**src/rtl/ifetch_32_pkg.sv**
```systemverilog
// Shared encodings and helpers for the ifetch_32 instruction-fetch stage.
package ifetch_32_pkg;

    typedef enum logic [1:0] {
        S_IDLE = 2'b00,
        S_REQ  = 2'b01,
        S_FULL = 2'b10,
        S_ERR  = 2'b11
    } fetch_state_t;

    typedef enum logic [1:0] {
        ERR_NONE    = 2'b00,
        ERR_ALIGN   = 2'b01,
        ERR_BUS     = 2'b10,
        ERR_TIMEOUT = 2'b11
    } err_code_t;

    localparam logic [31:0] NOP_WORD_DEFAULT = 32'h0000_0000;

    // Counter wide enough to hold TIMEOUT itself; a disabled timeout still needs one bit.
    function automatic int timer_width(input int timeout);
        return (timeout < 1) ? 1 : $clog2(timeout + 1);
    endfunction

    function automatic logic is_aligned(input logic [31:0] addr);
        return (addr[1:0] == 2'b00);
    endfunction

endpackage

```
**src/rtl/ifetch_32_timer.sv**
```systemverilog
// Saturating request-wait counter; expired flags the TIMEOUT-th waiting cycle.
module ifetch_timer
    import ifetch_32_pkg::*;
#(
    parameter int TIMEOUT = 255
) (
    input  logic clk,
    input  logic reset,
    input  logic clear,
    input  logic enable,
    output logic expired
);

    localparam int W = timer_width(TIMEOUT);
    localparam logic [W-1:0] LAST = W'((TIMEOUT > 0) ? (TIMEOUT - 1) : 0);
    localparam logic [W-1:0] SAT  = W'(TIMEOUT);

    logic [W-1:0] count;

    always_ff @(posedge clk or negedge reset) begin
        if (!reset) begin
            count <= '0;
        end else if (clear) begin
            count <= '0;
        end else if (enable && (count != SAT)) begin
            count <= count + W'(1);
        end
    end

    // Firing on LAST rather than SAT keeps the request up for exactly TIMEOUT cycles.
    assign expired = (TIMEOUT > 0) && enable && (count == LAST);

endmodule

```
**src/rtl/ifetch_32.sv**
```systemverilog
// Instruction-fetch stage: one memory read per instruction, output register with
// valid/ready to decode, PC back-pressure and sticky fault reporting.
module ifetch_32
    import ifetch_32_pkg::*;
#(
    parameter int          TIMEOUT  = 255,
    parameter logic [31:0] NOP_WORD = NOP_WORD_DEFAULT
) (
    input  logic        clk,
    input  logic        reset,
    input  logic [31:0] pc_addr,
    output logic        pc_hold,
    input  logic        flush,
    output logic        mem_req,
    output logic [31:0] mem_addr,
    input  logic        mem_ack,
    input  logic [31:0] mem_rdata,
    input  logic        mem_err,
    output logic [31:0] instruction,
    output logic        instr_valid,
    input  logic        instr_ready,
    output logic        fetch_err,
    output logic [1:0]  err_code,
    output logic [31:0] err_addr
);

    fetch_state_t state, state_n;
    err_code_t    err_q, err_n;
    logic         mem_req_n, instr_valid_n, drop, drop_n;
    logic [31:0]  mem_addr_n, instruction_n, err_addr_n;
    logic         timer_expired;

    ifetch_timer #(
        .TIMEOUT (TIMEOUT)
    ) u_timer (
        .clk     (clk),
        .reset   (reset),
        .clear   (state != S_REQ),
        .enable  (state == S_REQ),
        .expired (timer_expired)
    );

    always_ff @(posedge clk or negedge reset) begin
        if (!reset) begin
            state <= S_IDLE;
        end else begin
            state <= state_n;
        end
    end

    always_comb begin
        state_n       = state;
        mem_req_n     = mem_req;
        mem_addr_n    = mem_addr;
        instruction_n = instruction;
        instr_valid_n = instr_valid;
        err_n         = err_q;
        err_addr_n    = err_addr;
        drop_n        = drop;
        case (state)
            S_IDLE: begin
                // A flush here means the PC is loading a new target, so wait for it.
                if (!flush) begin
                    if (!is_aligned(pc_addr)) begin
                        state_n    = S_ERR;
                        err_n      = ERR_ALIGN;
                        err_addr_n = pc_addr;
                    end else begin
                        state_n    = S_REQ;
                        mem_req_n  = 1'b1;
                        mem_addr_n = pc_addr;
                    end
                end
            end
            S_REQ: begin
                if (mem_ack) begin
                    mem_req_n = 1'b0;
                    drop_n    = 1'b0;
                    if (drop || flush) begin
                        state_n = S_IDLE;
                    end else if (mem_err) begin
                        state_n    = S_ERR;
                        err_n      = ERR_BUS;
                        err_addr_n = mem_addr;
                    end else begin
                        state_n       = S_FULL;
                        instruction_n = mem_rdata;
                        instr_valid_n = 1'b1;
                    end
                end else if (timer_expired) begin
                    // A stuck bus is reported even when the fetch was already discarded.
                    mem_req_n  = 1'b0;
                    drop_n     = 1'b0;
                    state_n    = S_ERR;
                    err_n      = ERR_TIMEOUT;
                    err_addr_n = mem_addr;
                end else if (flush) begin
                    drop_n = 1'b1;
                end
            end
            S_FULL: begin
                if (flush) begin
                    instr_valid_n = 1'b0;
                    instruction_n = NOP_WORD;
                    state_n       = S_IDLE;
                end else if (instr_ready) begin
                    instr_valid_n = 1'b0;
                    state_n       = S_IDLE;
                end
            end
            S_ERR: begin
                if (flush) begin
                    err_n      = ERR_NONE;
                    err_addr_n = '0;
                    state_n    = S_IDLE;
                end
            end
            default: begin
                state_n = S_IDLE;
            end
        endcase
    end

    always_ff @(posedge clk or negedge reset) begin
        if (!reset) begin
            mem_req     <= 1'b0;
            mem_addr    <= '0;
            instruction <= NOP_WORD;
            instr_valid <= 1'b0;
            err_q       <= ERR_NONE;
            err_addr    <= '0;
            drop        <= 1'b0;
        end else begin
            mem_req     <= mem_req_n;
            mem_addr    <= mem_addr_n;
            instruction <= instruction_n;
            instr_valid <= instr_valid_n;
            err_q       <= err_n;
            err_addr    <= err_addr_n;
            drop        <= drop_n;
        end
    end

    // The PC moves only on an accepted instruction or a redirect, never during reset.
    assign pc_hold   = !reset || !((state == S_FULL && instr_ready && !flush) || flush);
    assign fetch_err = (state == S_ERR);
    assign err_code  = err_q;

endmodule
```
**config.mk**
```make
export PLATFORM = sky130hd
export DESIGN_NAME = ifetch_32
export DESIGN_NICKNAME = d
export VERILOG_FILES = /design/src/rtl/ifetch_32_pkg.sv /design/src/rtl/ifetch_32_timer.sv /design/src/rtl/ifetch_32.sv
export SDC_FILE = /design/constraint.sdc
export NUM_CORES = 1
export LEC_CHECK = 0
export ABC_AREA = 1
export CELL_PAD_IN_SITES_DETAIL_PLACEMENT = 1
export CELL_PAD_IN_SITES_GLOBAL_PLACEMENT = 1
export CORE_MARGIN = 4
export CORE_UTILIZATION = 33
export DETAILED_ROUTE_END_ITERATION = 10
export MAX_ROUTING_LAYER = met4
export PLACE_DENSITY_LB_ADDON = 0.1
export SYNTH_ARGS = -nofsm -noshare
export SYNTH_HDL_FRONTEND = slang
export SYNTH_SLANG_ARGS = --single-unit
```
**constraint.sdc**
```tcl
create_clock -name clk -period 1.9 [get_ports clk]
set_input_delay 0.38 -clock clk [delete_from_list [all_inputs] [get_ports clk]]
set_output_delay 0.38 -clock clk [all_outputs]
set_load 0.02 [all_outputs]
```
==> flow_summary.toml <==
[run_status]
status = "finished clean"

[synth]
ys.warnings.count = 0
synth.cell_area_mm2 = 0.00519
netlist.area_leader.share_pct = 53.5
netlist_top_cells_area = "dfrtp_1 54%, nand2_1 12%, o21ai_0 7.7%"
syn_nets = 674
synth_seq_cells = 111
ys_seq_area_share_pct = 53.5
synth.distinct_cells = 30
synth_top_area_cell = "dfrtp_1"
synthCells = 602
syn_area_per_cell_um2 = 8.62

[cells_and_area]
final_cell_mix = "168 x clkdlybuf4s50_1, 161 x nand2_1, 110 x dfrtp_1, 78 x o21ai_0, 76 x inv_1"
final_common_cell = "clkdlybuf4s50_1"
fillers = 1804
fin_nets = 852
multiInputGateArea_mm2 = 0.00191
diodes = 0
final_layout_size_suffix_gt1_share_pct = 11.1
synthToLayoutAreaGrowth_pct = 47.1
final-seq-area_mm2 = 0.00278
finalCoreUtilization_pct = 49.8
fin_area_mm2 = 0.00763

[grt]
overflow = 0
grt_pass1_wl_um = 27500
antenna_found_initial = 0
grt_start_max_net_pins = 112
grt_util_all_layers_pct = 19.5
grt_pass1_vias = 5216

[floorplan]
die_w_um = 133
die_area_mm2 = 0.0178
core_area_mm2 = 0.0153
initial_utilization_pct = 33.9
io_pins = 172
rows = 45
die_h_um = 133

[cts]
clk_latency_ps = 350
cts_tree = "yes"
cts_buffers = 9
ctsHoldBuffers = 0
clock_path_buffers = 2
clk_pin_slew_ps = 70
htree_levels = 3
clock-root-buffer = "clkbuf_16"
cts_sinks = 111

[critical_path]
crit_path_max_incr_delay_ps = 480
slowest_stage = "clkdlybuf4s50_1"
crit_buf_inv = 3
crit_family = "buffers and inverters"
crit_arrival_ps = 1420
cp_data_required_time_ps = 1520
start_kind = "input port"
crit_type = "input port to output port"
endpoint_kind = "output port"
cp_cell_sequence = "clkdlybuf4s50_1 > inv_1 > o21ai_2 > nand2_1 > clkdlybuf4s15_1"
cp_max_fo = 2

[sta]
fin_worst_skew_ps = 9.86
hold_slack_ps = 123
fmax_mhz = 554
grt_setup_unrepaired = "false"
drv_slew = 0
hold_viol_final = 0
period_minus_slack_ps = 1800
worst_slew_pin_slew_ps = 615
setup_viol = 0
timing.slew.headroom_pct = 59.0
period_share_pct = 95.0

[pwr]
total_leakage_power_uw = 0.00353
comb_power_share_pct = 53.1
switching_share_pct = 42.0
ir_drop_mv = 0.752
powerDensity_mw_per_mm2 = 1670
p_int_uw = 7410
switchingPower_uw = 5360
pwr-share-clk_pct = 15.8
p_seq_share_pct = 31.1

[routing]
first_pass_iters = 4
routed_wl_um = 16500
dr_wl_met2_um = 7860
vias = 4790
wl_per_cell_um = 16.6
drtAntennaViolNets = 0
via_per_inst = 4.81
met3WireLength_um = 875
top_layer_used = "met4"
drc = 0
wl_met1_um = 7540
first_iter_violations = 158

[placement]
postPlaceCellArea_mm2 = 0.00730
gp_congestion = 0.774
portBuffers = 171
dp_hpwl_um = 11600

[run]
maxCapViolCount = 0

[hold_path]
hold_class = "input port to async pin"
==> through the flow <==
stage               instances  setup WS [ps]  power (uW)  TNS, ps
floorplan                 602            388        7520        0
global placement          979           -210       10700    -8490
detailed placement        979           -243       10900   -12680
CTS                       995           34.6       13000        0
global route              996           5.69       13700        0
finish                    996           95.1       12800        0
==> flip-flops by register name, summed over array words and instances (netlist names) <==
| register | count |
|---|---|
| err_addr | 32 |
| instruction | 32 |
| mem_addr | 32 |
| u_timer.count | 8 |
| err_code | 2 |
| state | 2 |
| drop | 1 |
| instr_valid | 1 |
| mem_req | 1 |
==> power by group through the flow <==
| stage | Sequential, uW | Combinational (uW) | Clock (uW) |
|---|---|---|---|
| finish | 3970 | 6780 | 2020 |
| CTS | 3980 | 6900 | 2090 |
| global placement | 3970 | 6700 | 0 |
| detailed placement | 4000 | 6880 | 0 |
| floorplan | 4930 | 2580 | 0 |
| global route | 4100 | 7380 | 2180 |
==> logic make-up (layout without fill, tap and decap cells) <==
family / after synthesis / after routing / synth area share (%)
simple gates: 262 / 262 / 23.0
flops: 111 / 111 / 53.5
compound gates: 110 / 110 / 12.8
xor+xnor: 2 / 2 / 0.338
buf+inv: 115 / 298 / 9.89
fa+ha+maj: 2 / 2 / 0.482
==> Yosys cell counts (all sizes together) <==
cell	instances
nand2	165
nor2	13
xor2	2
o211ai	1
nand4	36
and2	1
inv	78
o21ai	100
a22o	2
nor3	4
dfrtp	111
buf	24
or2	2
a21boi	1
clkbuf	13
nand3	41
a21oi	5
ha	2
a31oi	1
==> path summary, 6_finish.rpt <==
kind	from	endpoint	slack, ps	depth (start not counted)
setup / recovery	instr_ready	pc_hold	100	5
hold / removal	reset	instruction[14]$_DFFE_PN0P_	120	2
setup reg to reg	u_timer.count[0]$_DFFE_PN0P_	err_addr[22]$_DFFE_PN0P_	160	9
hold reg to reg	err_addr[3]$_DFFE_PN0P_	err_addr[3]$_DFFE_PN0P_	480	2
max in group asynchronous	reset	u_timer.count[0]$_DFFE_PN0P_	1300	2
min in group clk	err_addr[3]$_DFFE_PN0P_	err_addr[3]$_DFFE_PN0P_	480	2
==> final cells by class <==
cell class / count / area share [%]
inverter: 78 / 3.87
sequential: 111 / 36.4
multi-input combinational: 376 / 25.0
clock buffer: 13 / 3.54
tap: 211 / 3.46
timing repair buffer: 204 / 27.1
clock inverter: 3 / 0.623
==> layer usage <==
layer / track usage, % / vias up
met5: - / -
met4: 5.14 / 0
met3: 4.57 / 14
met2: 31.3 / 125
met1: 25.0 / 2349
li1: - / 2302
==> timing repair <==
item                       4_1_cts  5_1_grt
gates resized for setup          3        5
setup buffers                    0        1
pin swaps                        0        1
setup endpoints to repair        2        4
(Power assumes the default switching activity.)
